[config.mk]
export PLATFORM = sky130hd
export DESIGN_NAME = mac_dot_flat
export DESIGN_NICKNAME = d
export VERILOG_FILES = /design/src/rtl/mac_pkg.sv /design/src/rtl/mac_dot_if.sv /design/src/rtl/mac_adder_tree.sv /design/src/rtl/mac_dot.sv /design/src/flat_wrapper.sv
export SDC_FILE = /design/constraint.sdc
export NUM_CORES = 1
export LEC_CHECK = 0
export BUFFER_PORTS_ARGS = -buffer_cell sky130_fd_sc_hd__buf_2
export CORE_MARGIN = 2
export CORE_UTILIZATION = 35
export DETAILED_ROUTE_END_ITERATION = 8
export GPL_TIMING_DRIVEN = 0
export PLACE_DENSITY = 0.52
export SLEW_MARGIN = 25
export SYNTH_ARGS = -nofsm -noshare
export SYNTH_HDL_FRONTEND = slang
export SYNTH_SLANG_ARGS = --single-unit
[constraint.sdc]
create_clock -name clk_i -period 7.1 [get_ports clk_i]
set_input_delay 0 -clock clk_i [delete_from_list [all_inputs] [get_ports clk_i]]
set_output_delay 0 -clock clk_i [all_outputs]
set_load 0.02 [all_outputs]
[src/rtl/mac_pkg.sv]
`default_nettype none
// ============================================================================
//  Module      : mac_pkg
//  Description : Shared constants and helpers for the mac_dot streaming
//                dot-product accumulator (lane packing, width derivation,
//                signed saturation).
//  Revision    : 1.0 - initial release
// ============================================================================
package mac_pkg;

    // Default configuration of the block
    localparam int c_DEF_N     = 8;
    localparam int c_DEF_LANES = 4;
    localparam int c_DEF_ACC_W = 24;
    localparam int c_DEF_OUT_W = 16;

    // Product and lane-sum widths of the default configuration
    localparam int c_PROD_W = 2 * c_DEF_N;
    localparam int c_SUM_W  = 2 * c_DEF_N + $clog2(c_DEF_LANES);

    // Widest accumulator the clamp helper handles
    localparam int c_CLAMP_W = 64;

    typedef struct packed {
        logic                        sat;
        logic signed [c_CLAMP_W-1:0] value;
    } clamp_t;

    function automatic int prod_width(input int n);
        return 2 * n;
    endfunction

    function automatic int sum_width(input int n, input int lanes);
        return 2 * n + $clog2(lanes);
    endfunction

    // LSB position of lane 'lane' in a bus packed with 'width'-bit lanes
    function automatic int lane_lsb(input int lane, input int width);
        return lane * width;
    endfunction

    // Signed saturation of acc to the out_w-bit two's-complement range
    function automatic clamp_t sat_clamp(input logic signed [c_CLAMP_W-1:0] acc,
                                         input int out_w);
        logic signed [c_CLAMP_W-1:0] hi;
        logic signed [c_CLAMP_W-1:0] lo;
        clamp_t                      res;
        hi        = (64'sd1 <<< (out_w - 1)) - 64'sd1;
        lo        = -hi - 64'sd1;
        res.sat   = 1'b0;
        res.value = acc;
        if (acc > hi) begin
            res.sat   = 1'b1;
            res.value = hi;
        end else if (acc < lo) begin
            res.sat   = 1'b1;
            res.value = lo;
        end
        return res;
    endfunction

endpackage
`default_nettype wire

[src/rtl/mac_dot_if.sv]
`default_nettype none
// ============================================================================
//  Module      : mac_dot_if
//  Description : Beat input / result output handshake bundle of mac_dot.
//  Revision    : 1.0 - initial release
// ============================================================================
interface mac_dot_if
    import mac_pkg::*;
#(
    parameter int N     = c_DEF_N,
    parameter int LANES = c_DEF_LANES,
    parameter int ACC_W = c_DEF_ACC_W,
    parameter int OUT_W = c_DEF_OUT_W
);
    logic                    in_valid_i;
    logic                    in_ready_o;
    logic [LANES*N-1:0]      value_i;
    logic [LANES*N-1:0]      weight_i;
    logic signed [ACC_W-1:0] bias_i;
    logic                    last_i;
    logic                    out_valid_o;
    logic                    out_ready_i;
    logic signed [OUT_W-1:0] out_data_o;
    logic                    out_sat_o;

    // Block side
    modport slave (
        input  in_valid_i, value_i, weight_i, bias_i, last_i, out_ready_i,
        output in_ready_o, out_valid_o, out_data_o, out_sat_o
    );

    // Producer / consumer side
    modport master (
        output in_valid_i, value_i, weight_i, bias_i, last_i, out_ready_i,
        input  in_ready_o, out_valid_o, out_data_o, out_sat_o
    );
endinterface
`default_nettype wire

[src/rtl/mac_adder_tree.sv]
`default_nettype none
// ============================================================================
//  Module      : mac_adder_tree
//  Description : Combinational signed reduction of LANES packed operands.
//  Revision    : 1.0 - initial release
// ============================================================================
module mac_adder_tree
    import mac_pkg::*;
#(
    parameter int LANES = c_DEF_LANES,
    parameter int IN_W  = c_PROD_W,
    parameter int SUM_W = c_SUM_W
) (
    input  logic [LANES*IN_W-1:0] operands_i,
    output logic signed [SUM_W-1:0] sum_o
);

    // Sign-extend every operand to the sum width and add them all up
    always_comb begin
        sum_o = '0;
        for (int k = 0; k < LANES; k++) begin
            sum_o = sum_o + SUM_W'($signed(operands_i[lane_lsb(k, IN_W) +: IN_W]));
        end
    end

endmodule
`default_nettype wire

[src/rtl/mac_dot.sv]
`default_nettype none
// ============================================================================
//  Module      : mac_dot
//  Description : Streaming multi-lane signed dot-product accumulator.
//                S1 registers the lane products, S2 reduces them into a
//                bias-seeded accumulator and emits a saturated result on the
//                last beat of each vector.
//  Revision    : 1.0 - initial release
// ============================================================================
module mac_dot
    import mac_pkg::*;
#(
    parameter int N     = c_DEF_N,
    parameter int LANES = c_DEF_LANES,
    parameter int ACC_W = c_DEF_ACC_W,
    parameter int OUT_W = c_DEF_OUT_W
) (
    input  logic      clk_i,
    input  logic      rst_ni,
    mac_dot_if.slave  bus
);

    localparam int c_PW = prod_width(N);
    localparam int c_SW = sum_width(N, LANES);

    logic                    w_stall;
    logic                    w_accept;
    logic                    r_first;

    logic [LANES*c_PW-1:0]   w_prod;
    logic [LANES*c_PW-1:0]   r_s1_prod;
    logic                    r_s1_valid;
    logic                    r_s1_last;
    logic                    r_s1_first;
    logic signed [ACC_W-1:0] r_s1_bias;

    logic signed [c_SW-1:0]  w_sum;
    logic signed [ACC_W-1:0] w_acc_base;
    logic signed [ACC_W-1:0] w_acc_next;
    logic signed [ACC_W-1:0] r_acc;
    logic [OUT_W:0]          w_clamp;

    logic                    r_out_valid;
    logic signed [OUT_W-1:0] r_out_data;
    logic                    r_out_sat;

    // A held, unconsumed result freezes the whole pipeline
    assign w_stall        = r_out_valid && !bus.out_ready_i;
    assign w_accept       = bus.in_valid_i && !w_stall;
    assign bus.in_ready_o = !w_stall;

    // Full-width signed product per lane
    for (genvar k = 0; k < LANES; k++) begin : g_lane
        logic signed [N-1:0] w_val;
        logic signed [N-1:0] w_wgt;
        assign w_val = bus.value_i[lane_lsb(k, N) +: N];
        assign w_wgt = bus.weight_i[lane_lsb(k, N) +: N];
        assign w_prod[lane_lsb(k, c_PW) +: c_PW] = c_PW'(w_val) * c_PW'(w_wgt);
    end

    // Tracks whether the next accepted beat opens a new vector
    always_ff @(posedge clk_i or negedge rst_ni) begin
        if (!rst_ni) begin
            r_first <= 1'b1;
        end else if (w_accept) begin
            r_first <= bus.last_i;
        end
    end

    // S1: capture products, vector flags and bias of the accepted beat
    always_ff @(posedge clk_i or negedge rst_ni) begin
        if (!rst_ni) begin
            r_s1_valid <= 1'b0;
            r_s1_prod  <= '0;
            r_s1_last  <= 1'b0;
            r_s1_first <= 1'b0;
            r_s1_bias  <= '0;
        end else if (!w_stall) begin
            r_s1_valid <= w_accept;
            if (w_accept) begin
                r_s1_prod  <= w_prod;
                r_s1_last  <= bus.last_i;
                r_s1_first <= r_first;
                r_s1_bias  <= bus.bias_i;
            end
        end
    end

    mac_adder_tree #(
        .LANES (LANES),
        .IN_W  (c_PW),
        .SUM_W (c_SW)
    ) u_adder_tree (
        .operands_i (r_s1_prod),
        .sum_o      (w_sum)
    );

    // A first beat restarts from its bias instead of the running total
    assign w_acc_base = r_s1_first ? r_s1_bias : r_acc;
    assign w_acc_next = w_acc_base + ACC_W'(w_sum);

    // The clamp helper returns {sat, value}; rotating the replicated result
    // right by the value width brings sat to bit 0 and the low value bits
    // directly above it, so only the bits actually needed are kept.
    assign w_clamp = (OUT_W + 1)'({2{sat_clamp(c_CLAMP_W'(w_acc_next), OUT_W)}} >> c_CLAMP_W);

    // S2: running accumulator, advanced by every valid beat
    always_ff @(posedge clk_i or negedge rst_ni) begin
        if (!rst_ni) begin
            r_acc <= '0;
        end else if (!w_stall && r_s1_valid) begin
            r_acc <= w_acc_next;
        end
    end

    // Result register: loads on a last beat, otherwise drains after handshake
    always_ff @(posedge clk_i or negedge rst_ni) begin
        if (!rst_ni) begin
            r_out_valid <= 1'b0;
            r_out_data  <= '0;
            r_out_sat   <= 1'b0;
        end else if (!w_stall) begin
            r_out_valid <= r_s1_valid && r_s1_last;
            if (r_s1_valid && r_s1_last) begin
                r_out_data <= w_clamp[OUT_W:1];
                r_out_sat  <= w_clamp[0];
            end
        end
    end

    assign bus.out_valid_o = r_out_valid;
    assign bus.out_data_o  = r_out_data;
    assign bus.out_sat_o   = r_out_sat;

endmodule
`default_nettype wire
[src/flat_wrapper.sv]
// flat-port wrapper written by rule: the top's interface ports become plain ports
module mac_dot_flat import mac_pkg::*;
#(
    parameter int N     = c_DEF_N,
    parameter int LANES = c_DEF_LANES,
    parameter int ACC_W = c_DEF_ACC_W,
    parameter int OUT_W = c_DEF_OUT_W
)
  (clk_i, rst_ni, bus_in_valid_i, bus_value_i, bus_weight_i, bus_bias_i, bus_last_i, bus_out_ready_i, bus_in_ready_o, bus_out_valid_o, bus_out_data_o, bus_out_sat_o);
  mac_dot_if #(.N(N), .LANES(LANES), .ACC_W(ACC_W), .OUT_W(OUT_W)) bus_i ();
  input  logic clk_i;
  input  logic rst_ni;
  input wire logic [$bits(bus_i.in_valid_i)-1:0] bus_in_valid_i;
  input wire logic [$bits(bus_i.value_i)-1:0] bus_value_i;
  input wire logic [$bits(bus_i.weight_i)-1:0] bus_weight_i;
  input wire logic [$bits(bus_i.bias_i)-1:0] bus_bias_i;
  input wire logic [$bits(bus_i.last_i)-1:0] bus_last_i;
  input wire logic [$bits(bus_i.out_ready_i)-1:0] bus_out_ready_i;
  output wire logic [$bits(bus_i.in_ready_o)-1:0] bus_in_ready_o;
  output wire logic [$bits(bus_i.out_valid_o)-1:0] bus_out_valid_o;
  output wire logic [$bits(bus_i.out_data_o)-1:0] bus_out_data_o;
  output wire logic [$bits(bus_i.out_sat_o)-1:0] bus_out_sat_o;
  assign bus_i.in_valid_i = bus_in_valid_i;
  assign bus_i.value_i = bus_value_i;
  assign bus_i.weight_i = bus_weight_i;
  assign bus_i.bias_i = bus_bias_i;
  assign bus_i.last_i = bus_last_i;
  assign bus_i.out_ready_i = bus_out_ready_i;
  assign bus_in_ready_o = bus_i.in_ready_o;
  assign bus_out_valid_o = bus_i.out_valid_o;
  assign bus_out_data_o = bus_i.out_data_o;
  assign bus_out_sat_o = bus_i.out_sat_o;
  mac_dot #(.N(N), .LANES(LANES), .ACC_W(ACC_W), .OUT_W(OUT_W)) u_core (.clk_i(clk_i), .rst_ni(rst_ni), .bus(bus_i));
endmodule
==> results.cfg, run 1 <==
[yosys]
synth_cells = 1815
avgSynthCellArea_sq_um = 9.777
yosys_warnings = 0
synth_flop_cell = dfrtp_1
async_reset_ff_share_pct = 100.0
ys_ff_latch = 134
yosysUniqueCellTypes = 55
syn_area_sq_um = 17750
synth_edf_count = 0
ys_seq_area_share_pct = 18.90
synth_nets = 2336

[detailed_routing]
vias = 12170
wirelength_mm = 39.45
drtIter0Drc = 488
route.detailed.drc = 0
wl_met3_mm = 1.154
avgRoutedWirePerCell_um = 14.81
viasPerCell = 4.568
detail-route-antenna-nets = 0
wl_met1_mm = 19.01
wl_met2_mm = 18.89
dr.pass1.iters = 5
top_layer = met4

[timing]
finalHoldViolations = 0
tightest_slew_ps = 819.6
max_slew_margin_pct = 45.36
fin_tns_setup_ps = 0
setup-violations-final = 0
slew_violations = 0
rsz0062_at_grt = no
period_needed_ps = 6587
fin_crit_sh_pct = 92.77
fmax_mhz = 151.8
clock_skew_ps = 12.02

[critical_path]
rrSetupSlack_ps = 510
r2r_end = u_core.bus.out_data_o[8]
arrival_ps = 6880
startpoint_type = register
required_ps = 7400
critPathKind = reg2reg
rr_startpoint = u_core.r_s1_first
end_kind = register
reg2reg_depth = 20
crit_fanout = 10

[layout]
syn_to_final_growth_pct = 13.34
diodes = 0
nNetsFinal = 2500
drive_gt1_share_pct = 11.65

[clock_tree]
cts-buffers-inserted = 17
clock_path_buffers = 2
insertion_delay_ps = 430
numClockSinks = 134
cts_tree = built
cts-root-buf = clkbuf_16
htreeDepth = 4
clkTransAtPathRegs_ps = 60

[flow_run]
maxCapViolations = 0

[floorplanning]
start_util_pct = 35.44
die_area_sq_um = 52520
die_width_um = 229.2
core-area_sq_um = 50070
std_cell_rows = 82
ios = 112
die_height_um = 229.2

[min_path]
hold_path.startpoint = bus_out_ready_i
hold_class = in2reg
holdPathStages = 4
min_delay_worst_endpoint = u_core.bus.out_valid_o

[placement]
dpl.hpwl_mm = 33.70
port_buffers = 109
gp_congestion = 0.8430

[grt]
grt_pass1_wl_mm = 67.49
grt_max_degree = 72
grt_overflow = 0
grt_pass1_vias = 13230
antenna_found_initial = 1
track_usage_pct = 15.95

[run_status]
run_status = finished, final reports clean
## cell families (layout without fill, tap and decap cells)
group	Yosys count	in the layout	synth area share, %
buffers and inverters	449	626	9.561
AND/OR/NAND/NOR	427	427	12.16
flip-flops	134	134	18.90
AO/OA/AOI/OAI	206	206	7.537
XOR/XNOR	88	88	4.343
multiplexers	83	83	5.133
adder cells (fa/ha/maj)	428	428	42.36
## through the flow
step | util (%) | area (sq um) | hold WS (ps) | instances | worst slack, ps
CTS | 40.17 | 20110 | 86.87 | 2664 | 114.3
detailed placement | 38.29 | 19170 | -20.41 | 2597 | 112.6
global route | 40.17 | 20110 | 148.7 | 2664 | 113.6
finish | 40.17 | 20110 | 112.4 | 2664 | 513.2
global placement | 38.21 | 19130 | 236.2 | 2596 | 162.4
floorplan | - | 17750 | -295.6 | 1815 | 1514
## how the worst max path moves through the flow
stage / startpoint / to / slack [ps]
after floorplan: u_core.r_s1_first / u_core.bus.out_data_o[10] / 1510
after global placement: u_core.r_s1_first / u_core.bus.out_data_o[11] / 160
after detailed placement: u_core.r_s1_first / u_core.bus.out_data_o[8] / 110
after CTS: u_core.r_s1_first / u_core.bus.out_data_o[8] / 110
after global routing: u_core.r_s1_first / u_core.bus.out_data_o[8] / 110
final: u_core.r_s1_first / u_core.bus.out_data_o[8] / 510
## state kept, by name, summed over array words and instances, names as in the netlist, 16 cells and up
register               count
u_core.bus.out_data_o     16
u_core.r_acc              24
u_core.r_s1_prod          64
u_core.r_s1_bias          24
## routing by layer
metal,vias to the layer above,GRT usage [%]
li1,5899,-
met1,6062,22.37
met2,186,27.14
met3,22,1.407
met4,0,2.881
met5,-,0
## Yosys cell counts, drive strengths merged, types with 6 or more instances
library cell | n | area [sq um]
xor2 | 34 | 297.8
ha | 140 | 1752
a21o | 9 | 67.56
o21a | 8 | 67.56
a21oi | 36 | 180.2
fa | 288 | 5766
o31ai | 11 | 96.34
mux2i | 19 | 190.2
nand2 | 153 | 574.3
xnor2 | 54 | 473.0
o22ai | 15 | 156.4
clkbuf | 26 | 97.59
nand2b | 34 | 212.7
o21ai | 88 | 444.2
a21boi | 12 | 90.09
nor2 | 55 | 206.5
inv | 419 | 1573
a31oi | 6 | 43.79
nor2b | 7 | 43.79
mux2 | 64 | 720.7
nor3 | 6 | 30.03
dfrtp | 133 | 3328
and2 | 154 | 963.4
## timing repair
action	4_1_cts	5_1_grt
setup buffers	0	0
gates resized for setup	0	4
hold buffers	35	0
hold endpoints to repair	135	0
setup endpoints to repair	0	10
## cell usage in the layout (no fill, tap or decap), types with 36 or more instances in the layout
cell     instances
ha_1           140
fa_1           288
o21ai_0         86
dfrtp_1        133
mux2_2          64
xnor2_1         54
a21oi_1         36
nand2_1        153
inv_1          419
buf_2          108
and2_1         154
nor2_1          55
## area by class of cell
class	count	area, sq um
plain buffers	30	126.4
repair buffers	145	933.4
multi-input cells	1232	12690
inverters	419	1573
clock inverters	14	151.4
clock buffers	18	439.2
fillers	5104	29960
well taps	672	840.8
flip-flops and latches	134	3354
## worst max-delay path, cell delays in order (launching register included)
cell,delay [ps]
dfrtp_1,320
clkbuf_1,430
clkbuf_2,400
mux2i_1,280
fa_1,460
fa_1,460
fa_1,490
inv_1,40
ha_1,220
fa_1,490
a211oi_1,270
o21ai_1,190
o211ai_1,290
a21boi_0,210
a21oi_1,260
nor2_1,90
xnor2_1,360
nand4b_1,160
o2bb2ai_1,600
buf_4,330
o22ai_2,110
Power of run 1 is left out: the tool's default activity adds up to more than one toggle a clock period on the data nets, which glitch-free logic cannot reach.
==> inputs of run 2 (changes only) <==
- PLACE_DENSITY: 0.52 -> 0.54
- SLEW_MARGIN: 25 -> 20
- clock period: 7.1 -> 5.81 ns (I/O delays scaled with it)
==> run 2 against run 1 <==
  * Sequential cell count unchanged
  * Utilization increased by 0.26 points
  * Sequential share of layout area decreased by 0.10 points
  * Count of clock-buffer cells in the layout decreased by 1
  * Hold slack got worse by 31 ps
  * Global-route usage decreased by 0.17 points
  * Cell count increased by 0.11%
  * Critical path type unchanged
  * Highest routed layer unchanged
==> results.cfg, run 2 (synthesis results as in run 1) <==
[detailed_routing]
avgRoutedWirePerCell_um = 14.73
drtIter0Drc = 426
wirelength_mm = 39.29
route.detailed.drc = 0
wl_met3_um = 887
viasPerCell = 4.608
wl_met1_mm = 19.27
top_layer = met4
vias = 12290
detail-route-antenna-nets = 0
wl_met2_mm = 18.51
dr.pass1.iters = 5

[min_path]
holdPathStages = 4
hold_class = in2reg
min_delay_worst_endpoint = u_core.bus.out_valid_o
hold_path.startpoint = bus_out_ready_i

[grt]
track_usage_pct = 15.78
grt_max_degree = 72
grt_pass1_wl_mm = 66.87
grt_pass1_vias = 13120
grt_overflow = 0
antenna_found_initial = 0

[layout]
syn_to_final_growth_pct = 14.07
finish.instance_area_sq_um = 20240
drive_gt1_share_pct = 12.33
final_cell_mix = inv_1, fa_1, and2_1, nand2_1, ha_1
seq_area_sq_um = 3356
regMostFlops = u_core.r_s1_prod
layout_commonest_cell = inv_1
largestRegisters = u_core.r_s1_prod (64), u_core.r_acc (24), u_core.r_s1_bias (24)
multi_input_area_sq_um = 12760
n_fill_cell = 5090
nNetsFinal = 2503
largest_reg_flops = 64
diodes = 0
finish.utilization_pct = 40.43

[clock_tree]
cts_tree = built
numClockSinks = 134
cts-buffers-inserted = 17
clkTransAtPathRegs_ps = 60
cts-root-buf = clkbuf_16
clock_path_buffers = 2
insertion_delay_ps = 430
htreeDepth = 4

[critical_path]
required_ps = 6150
r2r_end = u_core.bus.out_data_o[12]
arrival_ps = 5900
rr_startpoint = u_core.r_s1_first
critPathKind = reg2reg
crit_fanout = 10
reg2reg_depth = 20
startpoint_type = register
end_kind = register
rrSetupSlack_ps = 260

[floorplanning]
start_util_pct = 35.44
std_cell_rows = 82
die_height_um = 229.2
ios = 112
die_area_sq_um = 52520
die_width_um = 229.2
core-area_sq_um = 50070

[placement]
port_buffers = 109
dpl.hpwl_mm = 33.45
place_area_sq_um = 19170
gp_congestion = 0.8516

[timing]
fin_crit_sh_pct = 95.60
setup-violations-final = 0
clock_skew_ps = 15.45
tightest_slew_ps = 809.3
finalHoldViolations = 0
max_slew_margin_pct = 46.05
rsz0062_at_grt = no
period_needed_ps = 5554
slew_violations = 0
fmax_mhz = 180.0

[run_status]
run_status = finished, final reports clean

[flow_run]
maxCapViolations = 0
-- run 2: final cells by class --
cell class              instances  share of cell area [%]
multi-input cells            1232                   63.01
flip-flops and latches        134                   16.58
well taps                     672                   4.154
clock buffers                  17                   2.101
plain buffers                  29                  0.6613
inverters                     419                   7.769
repair buffers                149                   4.759
clock inverters                15                  0.9642
-- run 2: critical path, cell delays in order (launching register included) --
cell	delay (ps)
dfrtp_2	450
buf_4	280
mux2i_1	190
fa_1	520
inv_1	50
fa_1	470
inv_1	50
fa_1	470
inv_1	50
ha_1	380
nand2_1	90
or4b_4	530
o211ai_1	200
a21oi_1	160
o31ai_4	200
xor2_1	320
nand4b_1	140
or4_4	440
o21a_4	250
buf_6	160
o22ai_2	90
-- run 2: how the worst max path moves through the flow --
stage	from	endpoint	depth (start not counted)	slack, ps
finish	u_core.r_s1_first	u_core.bus.out_data_o[12]	20	260
global route	u_core.r_s1_first	u_core.bus.out_data_o[12]	20	2
CTS	u_core.r_s1_first	u_core.bus.out_data_o[12]	19	20
detailed placement	u_core.r_s1_first	u_core.bus.out_data_o[13]	21	-1200
global placement	u_core.r_s1_first	u_core.bus.out_data_o[6]	21	-1150
floorplan	u_core.r_s1_first	u_core.bus.out_data_o[10]	20	220
-- run 2: through the flow --
stage | instances | setup TNS (ps) | hold slack, ps | worst slack (ps)
detailed placement | 2597 | -18470 | -23.35 | -1204
finish | 2667 | 0 | 80.95 | 255.5
floorplan | 1815 | 0 | -295.6 | 224.4
global placement | 2596 | -17510 | 236.2 | -1152
global route | 2667 | 0 | 123.1 | 1.898
CTS | 2664 | 0 | 65.32 | 16.99
-- run 2: metal layers --
metal | GRT usage (%) | up-vias
met1 | 22.48 | 6194
met2 | 26.16 | 171
met4 | 3.470 | 0
met5 | 0 | -
met3 | 1.407 | 27
li1 | - | 5898
-- run 2: timing repair --
item / CTS / global route
endpoints found under the setup margin: 20 / 16
hold endpoints to repair: 144 / 0
resized for setup: 9 / 8
hold buffers: 35 / 0
buffers inserted: 1 / 3
gates cloned: 0 / 0
pin swaps: 1 / 2
Power of run 2 is left out for the same reason.
==> inputs of run 3 (changes only) <==
- CORE_UTILIZATION: 35 -> 58
- PLACE_DENSITY: 0.54 -> 0.81
==> run 3 against run 2 <==
  * Utilization grew 25 points
  * Register-to-register slack lost 60 ps
  * Setup slack lost 64 ps
  * Maximum frequency shrank 1.1%
  * Global-route usage grew 9.6 points
  * Die area shrank 39%
  * First-iteration DRC count grew 61%
  * Clock skew shrank 5.5 ps
  * Sequential share of layout area grew 0.29 points
  * Hold slack lost 29 ps
==> results.cfg, run 3 (synthesis results as in run 1) <==
[detailed_routing]
detail-route-antenna-nets = 0
dr.pass1.iters = 5
avgRoutedWirePerCell_um = 15.99
viasPerCell = 5.352
drtIter0Drc = 687
vias = 12800
route.detailed.drc = 0
wirelength_mm = 38.25

[layout]
nNetsFinal = 2504
diodes = 0
n_fill_cell = 2342
largest_reg_flops = 64
largestRegisters = u_core.r_s1_prod (64), u_core.r_acc (24), u_core.r_s1_bias (24)
layout_commonest_cell = inv_1
finalNonFillerCells = 2392
drive_gt1_share_pct = 12.47
syn_to_final_growth_pct = 12.08
regMostFlops = u_core.r_s1_prod
final_cell_mix = inv_1, fa_1, and2_1, nand2_1, ha_1

[critical_path]
critPathKind = reg2reg
startpoint_type = register
required_ps = 6160
slowest_stage = or4b_4
arrival_ps = 5970
crit_fanout = 10
crit_family = adder cells
rrSetupSlack_ps = 190
path_buf_inv = 6
worstPathCellList = buf_4 -> buf_4 -> mux2i_1 -> fa_1 -> inv_1 -> fa_1 -> inv_1 -> fa_1 -> inv_1 -> ha_1 -> nand2_1 -> or4b_4 -> o211ai_1 -> a21oi_2 -> o31ai_4 -> xor2_2 -> nand4b_1 -> or4_4 -> o21a_4 -> buf_6 -> o22ai_2
end_kind = register
slowest_delay_ps = 540

[timing]
slew_violations = 0
fin_crit_sh_pct = 96.71
fin_tns_setup_ps = 0
clock_skew_ps = 9.941
finalHoldViolations = 0
period_needed_ps = 5619
fin_hold_ws_ps = 52.21
fmax_mhz = 178.0
setup_ws_ps = 191.4
setup-violations-final = 0
max_slew_margin_pct = 45.72
tightest_slew_ps = 814.3

[placement]
port_buffers = 109
dpl.hpwl_mm = 31.26
dp.cells = 2321
preCtsSetupSlack_ps = -1051
gp_congestion = 0.8949

[floorplanning]
start_util_pct = 58.47
die_height_um = 178.9
core-area_sq_um = 30350
die_width_um = 178.9
die_area_sq_um = 32010
ios = 112
std_cell_rows = 64

[run_status]
run_status = finished, final reports clean

[clock_tree]
clkTransAtPathRegs_ps = 60
numClockSinks = 134
cts-root-buf = clkbuf_16
htreeDepth = 4
cts-buffers-inserted = 17
insertion_delay_ps = 430
clock_path_buffers = 2
cts_tree = built

[grt]
grt_pass1_wl_mm = 64.18
grt_overflow = 0
track_usage_pct = 25.38
antenna_found_initial = 0
grt_pass1_vias = 13460
grt_max_degree = 93

[flow_run]
maxCapViolations = 0

[min_path]
hold_class = in2async
==> run 3: through the flow <==
step / util (%) / area, sq um
2_1_floorplan: - / 17750
3_3_place_gp: 61.90 / 18790
3_5_place_dp: 62.03 / 18820
4_1_cts: 65.38 / 19840
5_1_grt: 65.54 / 19890
6_report: 65.54 / 19890
==> run 3: final cells by class <==
cell class                      count  area (sq um)  area share [%]
Clock buffer                       17         425.4           2.139
Timing Repair Buffer              150         970.9           4.881
Clock inverter                     15         167.7          0.8429
Tap cell                          396         495.5           2.491
Sequential cell                   134          3356           16.87
Multi-Input combinational cell   1232         12770           64.19
Buffer                             29         133.9          0.6731
Inverter                          419          1573           7.907
==> run 3: final timing paths <==
path / startpoint / endpoint / depth (start not counted)
worst max-delay path: u_core.r_s1_first / u_core.bus.out_data_o[5] / 21
worst min-delay path: rst_ni / u_core.r_s1_bias[5] / 2
worst max register to register: u_core.r_s1_first / u_core.bus.out_data_o[5] / 21
worst min register to register: u_core.r_first / u_core.r_first / 2
max in group asynchronous: rst_ni / u_core.r_s1_prod[63] / 3
min in group clk_i: bus_out_ready_i / u_core.bus.out_valid_o / 4
==> run 3: metal layers <==
layer  vias to the layer above  track usage [%]  wire (um)
li1                       5905                -          -
met1                      6442            34.35      16330
met2                       405            43.97      19310
met3                        51            2.693       1936
met4                         0            6.267        672
met5                         -                0          0
==> run 3: repair_timing <==
item                                    CTS  global route
hold buffers                             35             0
pin swaps                                 1             5
endpoints found under the hold margin   164             0
gates resized for setup                  10             9
setup buffers                             4             1
endpoints found under the setup margin   20            16
Power of run 3 is left out for the same reason.
